### src/rtl/riscv_retire_trace_fifo.sv
// riscv_retire_trace_fifo
// Turns each core retire event into a sequence-numbered trace record and
// buffers it in a DEPTH-entry first-word-fall-through FIFO. A new record
// that finds the FIFO full is dropped and counted. The sequence numbers in
// the output stream show where records were lost.

module riscv_retire_trace_fifo #(
    parameter int XLEN  = 32,
    parameter int DEPTH = 16,
    parameter int SEQW  = 32
) (
    input  logic                     clk_i,
    input  logic                     rstn_i,
    // retire port from the core
    input  logic                     update_i,
    input  logic [XLEN-1:0]          pc_i,
    input  logic [XLEN-1:0]          instr_i,
    input  logic [4:0]               reg_addr_i,
    input  logic [XLEN-1:0]          reg_data_i,
    input  logic [XLEN-1:0]          mem_addr_i,
    input  logic [XLEN-1:0]          mem_data_i,
    input  logic                     mem_wrt_i,
    input  logic                     flush_i,
    // trace stream
    output logic                     t_valid_o,
    input  logic                     t_ready_i,
    output logic [SEQW-1:0]          t_seq_o,
    output logic [XLEN-1:0]          t_pc_o,
    output logic [XLEN-1:0]          t_instr_o,
    output logic [4:0]               t_reg_addr_o,
    output logic [XLEN-1:0]          t_reg_data_o,
    output logic [XLEN-1:0]          t_mem_addr_o,
    output logic [XLEN-1:0]          t_mem_data_o,
    output logic                     t_mem_wrt_o,
    // status
    output logic [$clog2(DEPTH):0]   level_o,
    output logic                     overflow_o,
    output logic [15:0]              drop_cnt_o
);

    localparam int AW = $clog2(DEPTH);
    localparam int PW = AW + 1;

    typedef struct packed {
        logic [SEQW-1:0] seq;
        logic [XLEN-1:0] pc;
        logic [XLEN-1:0] instr;
        logic [4:0]      reg_addr;
        logic [XLEN-1:0] reg_data;
        logic [XLEN-1:0] mem_addr;
        logic [XLEN-1:0] mem_data;
        logic            mem_wrt;
    } rec_t;

    // Storage is not reset. The head is masked to zero while the FIFO is
    // empty, so stale entries are never visible.
    rec_t            mem_q [DEPTH];

    // Pointers carry an extra MSB wrap flag. This separates full from empty
    // when the index bits are equal.
    logic [PW-1:0]   wr_ptr_q, wr_ptr_d;
    logic [PW-1:0]   rd_ptr_q, rd_ptr_d;
    logic [SEQW-1:0] seq_q, seq_d;
    logic            ovf_q, ovf_d;
    logic [15:0]     drop_q, drop_d;

    logic            empty, full, pop, push, drop;
    rec_t            rec_in, head;

    // Occupancy flags and handshake qualification
    always_comb begin
        empty = (wr_ptr_q == rd_ptr_q);
        full  = (wr_ptr_q[AW] != rd_ptr_q[AW]) &&
                (wr_ptr_q[AW-1:0] == rd_ptr_q[AW-1:0]);
        pop   = !empty && t_ready_i;
        // A full FIFO still accepts a record when the head leaves in the same cycle.
        push  = update_i && (!full || pop);
        drop  = update_i && !push;
    end

    // Assemble the incoming record. It is tagged with the counter value
    // taken before the increment.
    always_comb begin
        rec_in          = '0;
        rec_in.seq      = seq_q;
        rec_in.pc       = pc_i;
        rec_in.instr    = instr_i;
        rec_in.reg_addr = reg_addr_i;
        rec_in.reg_data = reg_data_i;
        rec_in.mem_addr = mem_addr_i;
        rec_in.mem_data = mem_data_i;
        rec_in.mem_wrt  = mem_wrt_i;
    end

    // Next-state logic. Flush wins over push, pop and drop accounting, but
    // the sequence counter keeps running across it.
    always_comb begin
        wr_ptr_d = wr_ptr_q;
        rd_ptr_d = rd_ptr_q;
        ovf_d    = ovf_q;
        drop_d   = drop_q;
        seq_d    = update_i ? seq_q + 1'b1 : seq_q;
        if (flush_i) begin
            wr_ptr_d = '0;
            rd_ptr_d = '0;
            ovf_d    = 1'b0;
            drop_d   = '0;
        end else begin
            if (push) wr_ptr_d = wr_ptr_q + 1'b1;
            if (pop)  rd_ptr_d = rd_ptr_q + 1'b1;
            if (drop) begin
                ovf_d = 1'b1;
                if (drop_q != 16'hFFFF) drop_d = drop_q + 1'b1;
            end
        end
    end

    // Control and status registers
    always_ff @(posedge clk_i or negedge rstn_i) begin
        if (!rstn_i) begin
            wr_ptr_q <= '0;
            rd_ptr_q <= '0;
            seq_q    <= '0;
            ovf_q    <= 1'b0;
            drop_q   <= '0;
        end else begin
            wr_ptr_q <= wr_ptr_d;
            rd_ptr_q <= rd_ptr_d;
            seq_q    <= seq_d;
            ovf_q    <= ovf_d;
            drop_q   <= drop_d;
        end
    end

    // Record storage write. A flushed push never lands.
    always_ff @(posedge clk_i) begin
        if (push && !flush_i) mem_q[wr_ptr_q[AW-1:0]] <= rec_in;
    end

    // Fall-through head, zeroed while empty
    always_comb begin
        head = empty ? '0 : mem_q[rd_ptr_q[AW-1:0]];
    end

    assign t_valid_o    = !empty;
    assign t_seq_o      = head.seq;
    assign t_pc_o       = head.pc;
    assign t_instr_o    = head.instr;
    assign t_reg_addr_o = head.reg_addr;
    assign t_reg_data_o = head.reg_data;
    assign t_mem_addr_o = head.mem_addr;
    assign t_mem_data_o = head.mem_data;
    assign t_mem_wrt_o  = head.mem_wrt;

    assign level_o      = wr_ptr_q - rd_ptr_q;
    assign overflow_o   = ovf_q;
    assign drop_cnt_o   = drop_q;

endmodule
### config.mk
export PLATFORM = sky130hd
export DESIGN_NAME = riscv_retire_trace_fifo
export DESIGN_NICKNAME = d
export VERILOG_FILES = /design/src/rtl/riscv_retire_trace_fifo.sv
export SDC_FILE = /design/constraint.sdc
export NUM_CORES = 2
export LEC_CHECK = 0
export CORE_UTILIZATION = 60
export CTS_CLUSTER_SIZE = 12
export DETAILED_ROUTE_END_ITERATION = 10
export GPL_TIMING_DRIVEN = 0
export PLACE_DENSITY = 0.78
export SLEW_MARGIN = 40
export SYNTH_ARGS = -nofsm -noshare
export SYNTH_HDL_FRONTEND = slang
export SYNTH_SLANG_ARGS = --single-unit
### constraint.sdc
create_clock -name clk_i -period 10.25 [get_ports clk_i]
set_input_delay 1.025 -clock clk_i [delete_from_list [all_inputs] [get_ports clk_i]]
set_output_delay 1.025 -clock clk_i [all_outputs]
set_load 0.05 [all_outputs]
Word-level counts from Yosys, hierarchy flattened --
Memory sizes are Yosys's and may differ from the RTL's. Index checks and enable logic that the tools add are counted.
Word-level totals: flip-flop bits (word level) 59, memory bits (writable) 3168, input port bits 171, word-level logic and storage cells 42, memories kept 1
Memories:
- mem_q | words 16, width 198, rd ports 1, clocked after Yosys merged registers in 0, wr ports 1, line 57 | rec_t mem_q [DEPTH];
Cells by class: $add $sub $neg 5, eq/ne operators 4, multiplexer cells 12, reduce and logical (&&, ||, !) cells 15
Operator list (number):
- $mux W198 | 1
- $mux W16 | 3
- $add A32 B1 Y32 const B | 1
- $mux W5 | 4
- $add A16 B1 Y16 const B | 1
- $ne A16 B16 Y1 const B | 1
- $add A5 B1 Y5 const B | 2
- $reduce_bool A2 Y1 | 4
- $eq A5 B5 Y1 | 1
- $logic_and A1 B1 Y1 | 5
- $sub A5 B5 Y5 | 1
- $eq A4 B4 Y1 | 1
- $logic_not A1 Y1 | 4
- $mux W1 | 4
- $reduce_and A2 Y1 | 1
- $logic_or A1 B1 Y1 | 1
- $ne A1 B1 Y1 | 1

Depth between registers and ports, before layout --
word-level depth 9, gate-level depth with buffers 11

Worst setup path after synthesis --
No wires, ideal clock.
path type register to register, start register rd_ptr_q[3], end memory mem_q[8][0] in the netlist's numbering (enable), arrival 6764 ps, data required time 9668 ps, slack 2904 ps, cell stages (with the launch flop) 9, path buffers 2, clock period less this slack 7346 ps, cell sequence dfrtp_1 -> inv_2 -> buf_2 -> buf_1 -> ha_1 -> nand4_1 -> o31ai_4 -> nor4b_1 -> and2_1
On the way: cells in the longest elaborated chain, start to end 8, elaborated cells on any way between the ends 11, classes of those cells 2 x eq/ne; 2 x mux; 7 x reduce/logical
Ends and longest elaborated chain:
- start, declared | line 62 | logic [PW-1:0] rd_ptr_q, rd_ptr_d;
- start signal, assigned | line 128 | rd_ptr_q <= rd_ptr_d;
- $eq A5 B5 Y1 / $eq A4 B4 Y1 (equally long branches) | line 72, 74
- $logic_not A1 Y1 / $logic_and A1 B1 Y1 (equally long branches) | line 75, 73
- $logic_and A1 B1 Y1 / $logic_not A1 Y1 (equally long branches) | line 75, 77
- $logic_or A1 B1 Y1 * | line 77 | push = update_i && (!full || pop);
- $logic_and A1 B1 Y1 * | line 77
- $logic_and A1 B1 Y1 * | line 137 | if (push && !flush_i) mem_q[wr_ptr_q[AW-1:0]] <= rec_in;
- $mux W1 * | line 137
- $mux W1 (implied by the code) * | line 137
- end, declared | line 57
Every way passes the cells marked *; elsewhere a longest branch is shown, timed or not.

Final worst setup path --
start register rd_ptr_q[3], end output t_instr_o[7]
On the way: cells in the longest elaborated chain, start to end 2, elaborated cells on any way between the ends 3, classes of those cells 1 x eq/ne; 1 x mux; 1 x memory
Ends and longest elaborated chain:
- $mem_v2 Z16 W198 / $eq A5 B5 Y1 (equally long branches)
- $mux W198 * | line 142 | head = empty ? '0 : mem_q[rd_ptr_q[AW-1:0]];
- end, declared | line 29 | output logic [XLEN-1:0] t_instr_o,
Marked as above.

==> flow_summary.json <==
{
  "synth_edf_count": 3168,
  "rsz0062_at_grt": "no",
  "crit_path_start_kind": "flip-flop",
  "post_cts_resized": 0,
  "p_per_area_nw_per_um2": 217,
  "internal_power_uw": 22800,
  "crit_start": "rd_ptr_q[3]",
  "cts.clk_slew.worst_paths_ps": 60,
  "critPathKind": "flip-flop to output port",
  "avgSynthCellArea_um2": 23.8,
  "drc": 0,
  "grt.overflow.total": 0,
  "grt_util_all_layers_pct": 30.1,
  "postSynth.asyncResetShare_pct": 1.83,
  "core.rowCount": 165,
  "io_buffer_count": 390,
  "slew_violations": 0,
  "fin_nets": 6200,
  "grt_pass1_wl_mm": 436,
  "leakage_uw": 0.0468,
  "dieHeight_um": 454,
  "worstSetupEndpointType": "output port",
  "max_slew_margin_pct": 38.4,
  "syn_to_final_growth_pct": 15.9,
  "vias_per_cell": 6.78,
  "cts_buffers": 337,
  "dp_hpwl_mm": 184,
  "syn_inst": 5152,
  "pwr-share-seq_pct": 47.7,
  "crit_end": "t_instr_o[7]",
  "reg2regPathDepth": 12,
  "clock.fmax_mhz": 127,
  "yosys_most_used_dff": "edfxtp_1",
  "cap_violations": 0,
  "gp_congestion": 0.771,
  "status": "complete, no violations",
  "final.setup.tns_ps": 0,
  "clock_path_buffers": 4,
  "pwr-share-clk_pct": 35.1,
  "switching_power_uw": 8070,
  "die_area_um2": 206000,
  "drive_gt1_share_pct": 25.0,
  "postCtsSetupBuffers": 0,
  "yosysMostFrequentCell": "edfxtp_1",
  "use_met2_pct": 48.3,
  "cts_hold_buf": 1,
  "hp-class": "primary input to flip-flop",
  "combPwrFrac_pct": 17.2,
  "period_needed_ps": 7880,
  "vias": 60200,
  "clock_latency_ps": 980,
  "die-width_um": 454,
  "yosys-top-cells-area": "edfxtp_1 (77%), mux4_2 (15%), mux2i_1 (3.3%), dfrtp_1 (1.2%), o22ai_1 (1.0%)",
  "cts_root_buf": "clkbuf_16",
  "ioPinCount": 392,
  "synth_top_area_share_pct": 77.5,
  "r2r_start": "rd_ptr_q[3]",
  "ys_top_cells_by_count": "edfxtp_1 (3168), mux4_2 (792), mux2i_1 (399)",
  "netlist_area_um2": 123000,
  "post_synth_num_cell_types": 54,
  "grt_pass1_vias": 62000,
  "ir_drop_mv": 0.206,
  "clock_skew_ps": 37.8,
  "yosysSeqAreaShare_pct": 78.7,
  "use_met3_pct": 5.89,
  "finalSetupViolCount": 0,
  "grt-busiest-layer": "met2",
  "worst-path-max-fanout": 10,
  "syn_nets": 5335,
  "r2r_slack_ps": 4770,
  "wl_per_cell_um": 34.8,
  "core-area_um2": 203000,
  "synth_top_cell_by_area": "edfxtp_1",
  "first_pass_iters": 5,
  "ys_ff_latch": 3227,
  "use_met1_pct": 41.1,
  "cts.sinks": 3227,
  "ctsHtreeMaxLevel": 5,
  "drt_iter0_drc": 8077,
  "antenna_left": 0,
  "r2r-end": "mem_q[10][141]",
  "critPathArrivalTime_ps": 6860,
  "cp.required_ps": 9230,
  "post-route-period-util_pct": 76.9,
  "sw_frac_of_total_pct": 26.1,
  "dpl-instance-area_um2": 133000,
  "worstMarginPinSlew_ps": 923,
  "hold_viol": 0,
  "yosysWarnings": 0,
  "hold_ws_ps": 384,
  "nFillCells": 11600,
  "grt_max_degree": 41,
  "antenna_found_initial": 47,
  "tritoncts": "done",
  "drt-total-wl_mm": 309,
  "final_cell_area_um2": 142000,
  "start_util_pct": 60.6
}
-- placed cells by master, fill, tap and decap left out, types with 12 or more instances in the layout --
master	instances
clkinv_1	38
nor2b_1	13
edfxtp_1	3168
xnor2_1	28
clkdlybuf4s50_1	389
mux2_2	12
nand2_1	21
clkbuf_2	61
o22ai_1	198
nor2_1	27
xor2_1	13
inv_1	14
clkbuf_16	339
buf_12	126
mux2i_1	399
nand4_1	20
nand3_1	14
buf_1	33
diode_2	25
buf_2	121
buf_4	18
mux4_2	792
clkbuf_1	132
dfrtp_1	59
-- metrics by stage --
step | total power (uW) | setup WS (ps) | util [%] | std cells
floorplan | 18400 | 2900 | - | 5152
global placement | 20300 | -4300 | 64.1 | 8214
detailed placement | 20300 | 3430 | 65.5 | 8347
CTS | 31000 | 2370 | 70.2 | 8847
global route | 31700 | 2320 | 70.2 | 8868
finish | 30900 | 2370 | 70.2 | 8874
-- flip-flops by register name (all words and copies together), names as in the netlist --
name / cells
overflow_o: 1
rd_ptr_q: 5
wr_ptr_q: 5
mem_q: 3168
drop_cnt_o: 16
seq_q: 32
-- power groups by stage --
stage,logic [uW],clock network (uW),registers (uW)
5_1_grt,5530,11400,14700
3_5_place_dp,5300,0,15000
6_report,5320,10900,14700
2_1_floorplan,3420,0,15000
3_3_place_gp,5210,0,15000
4_1_cts,5360,10900,14700
-- logic make-up (layout without fill, tap and decap cells) --
kind of cell    count (synthesis)  count (layout)  synth area share [%]
xor+xnor                       43              43                 0.319
flops                        3227            3227                  78.7
simple gates                  150             150                 0.705
fa+ha+maj                      12              12                 0.128
compound gates                230             230                  1.23
buf+inv                       287            1312                  1.06
other cells                     0              25                     0
mux                          1203            1203                  17.9
-- final cells by class --
class / instances / area (um2) / area share [%]
Timing Repair Buffer: 526 / 6650 / 4.67
Buffer: 272 / 1330 / 0.932
Inverter: 15 / 56.3 / 0.0395
Sequential cell: 3227 / 96600 / 67.9
Clock inverter: 62 / 465 / 0.327
Clock buffer: 437 / 8890 / 6.25
Multi-Input combinational cell: 1638 / 25000 / 17.5
Antenna cell: 25 / 62.6 / 0.0439
Tap cell: 2672 / 3340 / 2.35
-- how the worst min path moves through the flow --
stage	startpoint	to	slack [ps]	cells past startpoint
2_1_floorplan	rd_ptr_q[3]	rd_ptr_q[3]	550	2
3_3_place_gp	overflow_o	overflow_o	510	2
3_5_place_dp	overflow_o	overflow_o	510	2
4_1_cts	update_i	seq_q[0]	320	2
5_1_grt	update_i	seq_q[0]	370	2
6_report	update_i	seq_q[0]	380	2
-- critical path: stages (launching register included) --
cell             delay (ps)
dfrtp_1                 430
inv_2                   500
buf_2                   580
buf_2                   490
ha_1                    360
and4_1                  210
buf_2                   170
nand2_1                 220
nand2_2                 420
buf_2                   500
buf_2                   340
o22ai_1                 630
clkdlybuf4s50_1         950
-- layer usage --
metal	routed length, um	share of wire (%)	vias up
met2	153000	49	3810
met4	13100	4.2	22
met1	112000	36	32000
met3	30400	9.9	613
met5	143	0.046	-
li1	-	-	23800
Note: power is estimated with default switching activity, not from simulation.
